--- src/rtl/ca_pkg.sv ---
// Shared definitions for elementary cellular-automaton controllers:
// array width, boundary modes and sequencer state encoding.
package ca_pkg;

    localparam int unsigned CA_WIDTH = 32;

    typedef enum logic [1:0] {
        BOUND_ZERO    = 2'd0,
        BOUND_ONE     = 2'd1,
        BOUND_WRAP    = 2'd2,
        BOUND_REFLECT = 2'd3
    } bound_e;

    typedef enum logic [1:0] {
        IDLE = 2'd0,
        LOAD = 2'd1,
        RUN  = 2'd2
    } state_e;

endpackage

--- src/rtl/ca_run_ctrl_if.sv ---
// Command and generation-stream handshake bundle of the CA run sequencer.
// The slave modport is the sequencer side; master is the host/consumer side.
interface ca_run_ctrl_if #(
    parameter int unsigned WIDTH = 32,
    parameter int unsigned GEN_W = 16
);
    logic             cmd_valid;
    logic             cmd_ready;
    logic [7:0]       cmd_rule;
    logic [WIDTH-1:0] cmd_seed;
    logic [GEN_W-1:0] cmd_gens;
    logic [1:0]       cmd_bound;

    logic             gen_valid;
    logic             gen_ready;
    logic [WIDTH-1:0] gen_data;
    logic [GEN_W-1:0] gen_index;
    logic             gen_last;

    modport master (
        output cmd_valid, cmd_rule, cmd_seed, cmd_gens, cmd_bound, gen_ready,
        input  cmd_ready, gen_valid, gen_data, gen_index, gen_last
    );

    modport slave (
        input  cmd_valid, cmd_rule, cmd_seed, cmd_gens, cmd_bound, gen_ready,
        output cmd_ready, gen_valid, gen_data, gen_index, gen_last
    );
endinterface

--- src/rtl/ca_boundary_mux.sv ---
// Edge-neighbour selection for a 1-D CA array: drives the virtual cells
// beyond cell 0 (left) and cell WIDTH-1 (right) from the boundary mode.
module ca_boundary_mux
    import ca_pkg::*;
#(
    parameter int unsigned WIDTH = CA_WIDTH
) (
    input  bound_e           bound_i,
    input  logic [WIDTH-1:0] ca_out_i,
    output logic             left_o,
    output logic             right_o
);

    always_comb begin
        left_o  = 1'b0;
        right_o = 1'b0;
        unique case (bound_i)
            BOUND_ZERO: begin
                left_o  = 1'b0;
                right_o = 1'b0;
            end
            BOUND_ONE: begin
                left_o  = 1'b1;
                right_o = 1'b1;
            end
            BOUND_WRAP: begin
                left_o  = ca_out_i[WIDTH-1];
                right_o = ca_out_i[0];
            end
            BOUND_REFLECT: begin
                left_o  = ca_out_i[0];
                right_o = ca_out_i[WIDTH-1];
            end
        endcase
    end

endmodule

--- src/rtl/ca_run_ctrl.sv ---
// Run sequencer for the 32-cell CA array: loads a seed, steps one generation
// per accepted output beat and streams every generation with backpressure.
module ca_run_ctrl
    import ca_pkg::*;
#(
    parameter int unsigned WIDTH = CA_WIDTH,
    parameter int unsigned GEN_W = 16
) (
    input  logic             clk,
    input  logic             rst_n,
    ca_run_ctrl_if.slave     bus,
    input  logic             abort_i,
    output logic             busy_o,
    output logic [7:0]       ca_rule_o,
    output logic [WIDTH-1:0] ca_state_o,
    output logic             ca_set_state_o,
    output logic             ca_left_o,
    output logic             ca_right_o,
    input  logic [WIDTH-1:0] ca_out_i
);

    state_e           state_q, state_d;
    logic [7:0]       rule_q, rule_d;
    logic [WIDTH-1:0] seed_q, seed_d;
    logic [GEN_W-1:0] gens_q, gens_d;
    logic [GEN_W-1:0] idx_q, idx_d;
    bound_e           bound_q, bound_d;
    logic             last;

    always_ff @(posedge clk or negedge rst_n) begin
        if (!rst_n) begin
            state_q <= IDLE;
            rule_q  <= '0;
            seed_q  <= '0;
            gens_q  <= '0;
            idx_q   <= '0;
            bound_q <= BOUND_ZERO;
        end else begin
            state_q <= state_d;
            rule_q  <= rule_d;
            seed_q  <= seed_d;
            gens_q  <= gens_d;
            idx_q   <= idx_d;
            bound_q <= bound_d;
        end
    end

    assign last = (idx_q == gens_q);

    // The array has no enable: it is held by reloading its own outputs,
    // and only an accepted non-final beat lets it step.
    always_comb begin
        state_d        = state_q;
        rule_d         = rule_q;
        seed_d         = seed_q;
        gens_d         = gens_q;
        idx_d          = idx_q;
        bound_d        = bound_q;
        bus.cmd_ready  = 1'b0;
        bus.gen_valid  = 1'b0;
        ca_set_state_o = 1'b1;
        ca_state_o     = ca_out_i;

        unique case (state_q)
            IDLE: begin
                bus.cmd_ready = !abort_i;
                if (bus.cmd_valid && !abort_i) begin
                    rule_d  = bus.cmd_rule;
                    seed_d  = bus.cmd_seed;
                    gens_d  = bus.cmd_gens;
                    bound_d = bound_e'(bus.cmd_bound);
                    idx_d   = '0;
                    state_d = LOAD;
                end
            end
            LOAD: begin
                if (abort_i) begin
                    state_d = IDLE;
                end else begin
                    ca_state_o = seed_q;
                    state_d    = RUN;
                end
            end
            RUN: begin
                if (abort_i) begin
                    state_d = IDLE;
                end else begin
                    bus.gen_valid = 1'b1;
                    if (bus.gen_ready) begin
                        if (last) begin
                            state_d = IDLE;
                        end else begin
                            ca_set_state_o = 1'b0;
                            idx_d          = idx_q + 1'b1;
                        end
                    end
                end
            end
            default: state_d = IDLE;
        endcase
    end

    assign bus.gen_data  = ca_out_i;
    assign bus.gen_index = idx_q;
    assign bus.gen_last  = last;
    assign busy_o        = (state_q != IDLE);
    assign ca_rule_o     = rule_q;

    ca_boundary_mux #(
        .WIDTH(WIDTH)
    ) u_bound (
        .bound_i  (bound_q),
        .ca_out_i (ca_out_i),
        .left_o   (ca_left_o),
        .right_o  (ca_right_o)
    );

endmodule

--- src/flat_wrapper.sv ---
// flat-port wrapper written by rule: the top's interface ports become plain ports
module ca_run_ctrl_flat import ca_pkg::*;
#(
    parameter int unsigned WIDTH = CA_WIDTH,
    parameter int unsigned GEN_W = 16
)
  (clk, rst_n, abort_i, busy_o, ca_rule_o, ca_state_o, ca_set_state_o, ca_left_o, ca_right_o, ca_out_i, bus_cmd_valid, bus_cmd_rule, bus_cmd_seed, bus_cmd_gens, bus_cmd_bound, bus_gen_ready, bus_cmd_ready, bus_gen_valid, bus_gen_data, bus_gen_index, bus_gen_last);
  ca_run_ctrl_if #(.WIDTH(WIDTH), .GEN_W(GEN_W)) bus_i ();
  input  logic clk;
  input  logic rst_n;
  input  logic abort_i;
  output logic busy_o;
  output logic [7:0] ca_rule_o;
  output logic [WIDTH-1:0] ca_state_o;
  output logic ca_set_state_o;
  output logic ca_left_o;
  output logic ca_right_o;
  input  logic [WIDTH-1:0] ca_out_i;
  input wire logic [$bits(bus_i.cmd_valid)-1:0] bus_cmd_valid;
  input wire logic [$bits(bus_i.cmd_rule)-1:0] bus_cmd_rule;
  input wire logic [$bits(bus_i.cmd_seed)-1:0] bus_cmd_seed;
  input wire logic [$bits(bus_i.cmd_gens)-1:0] bus_cmd_gens;
  input wire logic [$bits(bus_i.cmd_bound)-1:0] bus_cmd_bound;
  input wire logic [$bits(bus_i.gen_ready)-1:0] bus_gen_ready;
  output wire logic [$bits(bus_i.cmd_ready)-1:0] bus_cmd_ready;
  output wire logic [$bits(bus_i.gen_valid)-1:0] bus_gen_valid;
  output wire logic [$bits(bus_i.gen_data)-1:0] bus_gen_data;
  output wire logic [$bits(bus_i.gen_index)-1:0] bus_gen_index;
  output wire logic [$bits(bus_i.gen_last)-1:0] bus_gen_last;
  assign bus_i.cmd_valid = bus_cmd_valid;
  assign bus_i.cmd_rule = bus_cmd_rule;
  assign bus_i.cmd_seed = bus_cmd_seed;
  assign bus_i.cmd_gens = bus_cmd_gens;
  assign bus_i.cmd_bound = bus_cmd_bound;
  assign bus_i.gen_ready = bus_gen_ready;
  assign bus_cmd_ready = bus_i.cmd_ready;
  assign bus_gen_valid = bus_i.gen_valid;
  assign bus_gen_data = bus_i.gen_data;
  assign bus_gen_index = bus_i.gen_index;
  assign bus_gen_last = bus_i.gen_last;
  ca_run_ctrl #(.WIDTH(WIDTH), .GEN_W(GEN_W)) u_core (.clk(clk), .rst_n(rst_n), .bus(bus_i), .abort_i(abort_i), .busy_o(busy_o), .ca_rule_o(ca_rule_o), .ca_state_o(ca_state_o), .ca_set_state_o(ca_set_state_o), .ca_left_o(ca_left_o), .ca_right_o(ca_right_o), .ca_out_i(ca_out_i));
endmodule
--- config.mk ---
export PLATFORM = sky130hd
export DESIGN_NAME = ca_run_ctrl_flat
export DESIGN_NICKNAME = d
export VERILOG_FILES = /design/src/rtl/ca_pkg.sv /design/src/rtl/ca_run_ctrl_if.sv /design/src/rtl/ca_boundary_mux.sv /design/src/rtl/ca_run_ctrl.sv /design/src/flat_wrapper.sv
export SDC_FILE = /design/constraint.sdc
export NUM_CORES = 1
export LEC_CHECK = 0
export ABC_AREA = 1
export CAP_MARGIN = 30
export CORE_UTILIZATION = 40
export CTS_CLUSTER_DIAMETER = 200
export DETAILED_ROUTE_END_ITERATION = 8
export DONT_BUFFER_PORTS = 1
export PLACE_DENSITY_LB_ADDON = 0.08
export REMOVE_ABC_BUFFERS = 1
export SLEW_MARGIN = 15
export SYNTH_ARGS = -nofsm -noshare
export SYNTH_HDL_FRONTEND = slang
export SYNTH_HIERARCHICAL = 1
export SYNTH_SLANG_ARGS = --single-unit
--- constraint.sdc ---
create_clock -name clk -period 1.88 [get_ports clk]
set_input_delay 0.188 -clock clk [delete_from_list [all_inputs] [get_ports clk]]
set_output_delay 0.188 -clock clk [all_outputs]
set_load 0.01 [all_outputs]
==> flow_summary_export.csv, run 1 <==
group,metric,value,unit
outcome,status,"complete, but fails checks",
outcome,violations,"hold timing",
setup_path,path_max_fanout,5,
route,drc,0,
yosys,synth.most_common_cell,"nand2_1",
floorplan,start_util,0.413,
job,cap_violations,0,
yosys,synthesis.area,4280,um^2
floorplan,pin_count,190,
floorplan,chipWidth,105,um
setup_path,r2r_slack,0.22,ns
route,drtPass1Iterations,4,
global_routing,grt_pass1_vias,3395,
route,ant_nets,0,
power,ir_worst_vdd,0.506,mV
global_routing,grt_antenna_before_repair,0,
power,clockPowerShare,0.309,
setup_path,crit_path_start,"u_core/bus.gen_index[12]$_DFFE_PN0P_",
power,power.switching,1.18,mW
timing,whs,-0.481,ns
clock_network,cts.path.max_buffers,2,
yosys,yosys_warnings,6,
hold_path,hp-class,"in2async",
yosys,ys_async_sr_fraction,1.00,
route,vias,3423,
yosys,synthFlopType,"dfrtp_1",
floorplan,dieArea,11100,um^2
timing,worstMarginPinSlew,0.420,ns
route,routedWlPerCell,14.7,um
route,vias_per_cell,4.79,
finish,layout-drive-gt1-share,0.176,
floorplan,core_area,10400,um^2
timing,min_period_over_period,0.934,
timing,relSlewSlack,0.720,
timing,totalNegativeSetupSlack,0,ns
placement,gp_congestion,0.829,
power,p_leak,2.55,nW
global_routing,grt_max_degree,77,
global_routing,grt_use_met2,0.351,
setup_path,endpoint,"ca_set_state_o",
power,pwr-share-comb,0.182,
global_routing,top_usage_layer,"met2",
clock_network,cts_root_buffer,"clkbuf_8",
yosys,synth_common_cells,"nand2_1, dfrtp_1, buf_4",
setup_path,critPathKind,"reg2out",
timing,hold_viol_final,76,
timing,fmax,569,MHz
setup_path,start_kind,"flip-flop",
power,power_density,803,nW/um^2
clock_network,htree_num_levels,3,
yosys,synth_top_area_share,0.444,
clock_network,cts_tree,"done",
timing,min_period,1.76,ns
yosys,synthDistinctLibCells,27,
timing,skew,0.00964,ns
floorplan,rows,37,
yosys,netlist_top_cells_area,"dfrtp_1, nand2_1, mux2_2",
yosys,synth-seq-cells,76,
yosys,avgSynthCellArea,7.90,um^2
global_routing,grt_overflow_total,0,
clock_network,clkTransAtPathRegs,0.08,ns
setup_path,cp.required,1.69,ns
floorplan,fp.dieH,105,um
finish,fin_nets,670,
setup_path,cp-end-kind,"output pin",
global_routing,grt_pass1_wl,17000,um
clock_network,cts_sinks,76,
timing,rsz0062_at_grt,"no",
setup_path,crit_arrival,1.57,ns
timing,setup-violations-final,0,
setup_path,reg2reg_depth,9,
setup_path,worstReg2RegEnd,"u_core/bus.gen_index[8]$_DFFE_PN0P_",
route,drt_wl_total,10500,um
setup_path,timing.rr.start,"u_core/bus.gen_index[1]$_DFFE_PN0P_",
placement,dpl_worst_slack,0.200,ns
placement,hpwl,6930,um
global_routing,grt_util_met3,0.0761,
yosys,synthCells,542,
global_routing,met1_usage,0.219,
yosys,seq_area_frac_synth,0.444,
power,switching_share,0.292,
yosys,synth_edf_count,0,
yosys,synth.largest_area_cell,"dfrtp_1",
clock_network,hold_buffers,59,
power,pwr-share-seq,0.509,
power,internal_power,2.87,mW
clock_network,clock_latency,0.36,ns
clock_network,cts_buffers,9,
finish,diodes,0,
finish,area_growth,17.5,%
timing,drv_slew,0,
route,drt-initial-drc-count,147,
global_routing,grt_usage,0.197,
timing,setup_slack,0.123,ns
placement,port-buffer-count,0,
==> layer usage <==
metal | up-vias | share of wire
met2 | 130 | 0.50
met1 | 1573 | 0.41
li1 | 1705 | -
met4 | 0 | 0.013
met3 | 15 | 0.074
met5 | - | 0
==> layout make-up <==
type	count	area, um^2
fill	1038	5340
sequential	76	1920
multi-input combinational	369	1860
timing repair buffer	71	718
inverter	47	181
tap	136	170
clock buffer	11	141
clock inverter	4	50.0
==> sequential cells by signal, indices dropped and copies added (netlist names) <==
name	cells
u_core/gens_q	16
u_core/state_q	2
u_core/ca_rule_o	8
u_core/seed_q	32
u_core/bus.gen_index	16
u_core/bound_q	2
==> worst min-delay path by stage <==
stage           from                             to  slack (ns)
6_report       rst_n  u_core/gens_q[10]$_DFFE_PN0P_       -0.48
5_1_grt        rst_n  u_core/gens_q[10]$_DFFE_PN0P_       -0.52
4_1_cts        rst_n  u_core/gens_q[10]$_DFFE_PN0P_       -0.51
3_5_place_dp   rst_n   u_core/gens_q[2]$_DFFE_PN0P_       -0.10
3_3_place_gp   rst_n   u_core/gens_q[2]$_DFFE_PN0P_       -0.11
2_1_floorplan  rst_n  u_core/bound_q[0]$_DFFE_PN0P_       -0.11
==> power by group through the flow <==
stage	Clock (mW)	Combinational, mW	Sequential (mW)
after global routing	1.36	0.846	2.10
after detailed placement	0	0.646	2.09
after floorplan	0	0.514	2.04
final	1.25	0.738	2.06
after global placement	0	0.631	2.09
after CTS	1.31	0.745	2.06
==> placed cells by master, fill, tap and decap left out, types with 2 or more instances in the layout <==
cell           instances
buf_12                 3
buf_4                  9
clkbuf_8              10
clkinvlp_4             2
dfrtp_1               65
dfrtp_2               11
dlygate4sd3_1         59
inv_1                 32
inv_2                 13
mux2_2                31
nand2_1              236
nand2_2               11
nand2_4                3
nand3_1               24
nand4_1                5
nor2_1                17
nor2_4                 2
nor3_1                 3
nor3_4                 2
o21ai_0               13
o21ai_1               10
xor2_1                 8
==> metrics by stage <==
stage	utilization	power (mW)	hold WS [ns]	cell area, um^2	instances
CTS	0.481	4.11	-0.508	4990	710
floorplan	-	2.56	-0.108	3920	490
detailed placement	0.405	2.73	-0.105	4200	636
finish	0.486	4.04	-0.481	5030	714
global placement	0.405	2.72	-0.106	4200	636
global route	0.486	4.31	-0.518	5030	714
==> repair_timing <==
action,4_1_cts,5_1_grt
endpoints found under the setup margin,2,2
cloned,0,2
hold endpoints to repair,135,76
resized for setup,5,7
setup buffers,0,2
pin swaps,0,2
==> critical path, stage by stage (launching register included) <==
cell and delay (ns):
dfrtp_1 0.48, inv_2 0.08, nand2_1 0.06, nand2_1 0.06, nor2_1 0.10, nand2_1 0.08
nor2_4 0.13, nand2_4 0.10, nand2_8 0.12
==> cell families after synthesis <==
| family | Yosys count | share of synthesized area |
|---|---|---|
| AOI/OAI and AO/OA | 23 | 0.0269 |
| xor gates and xnor gates | 8 | 0.0164 |
| adders and majority gates | 1 | 0.00292 |
| buffers and inverters | 99 | 0.128 |
| DFF | 76 | 0.444 |
| muxes | 31 | 0.0815 |
| and+or+nand+nor | 304 | 0.300 |
Power figures use the tool's default switching activity.
==> run 2: changes to the inputs <==
Settings changed: TNS_END_PERCENT from default to 1.
==> results of run 2 <==
Same layout as run 1: the final DEF is identical, and so are final timing and power.
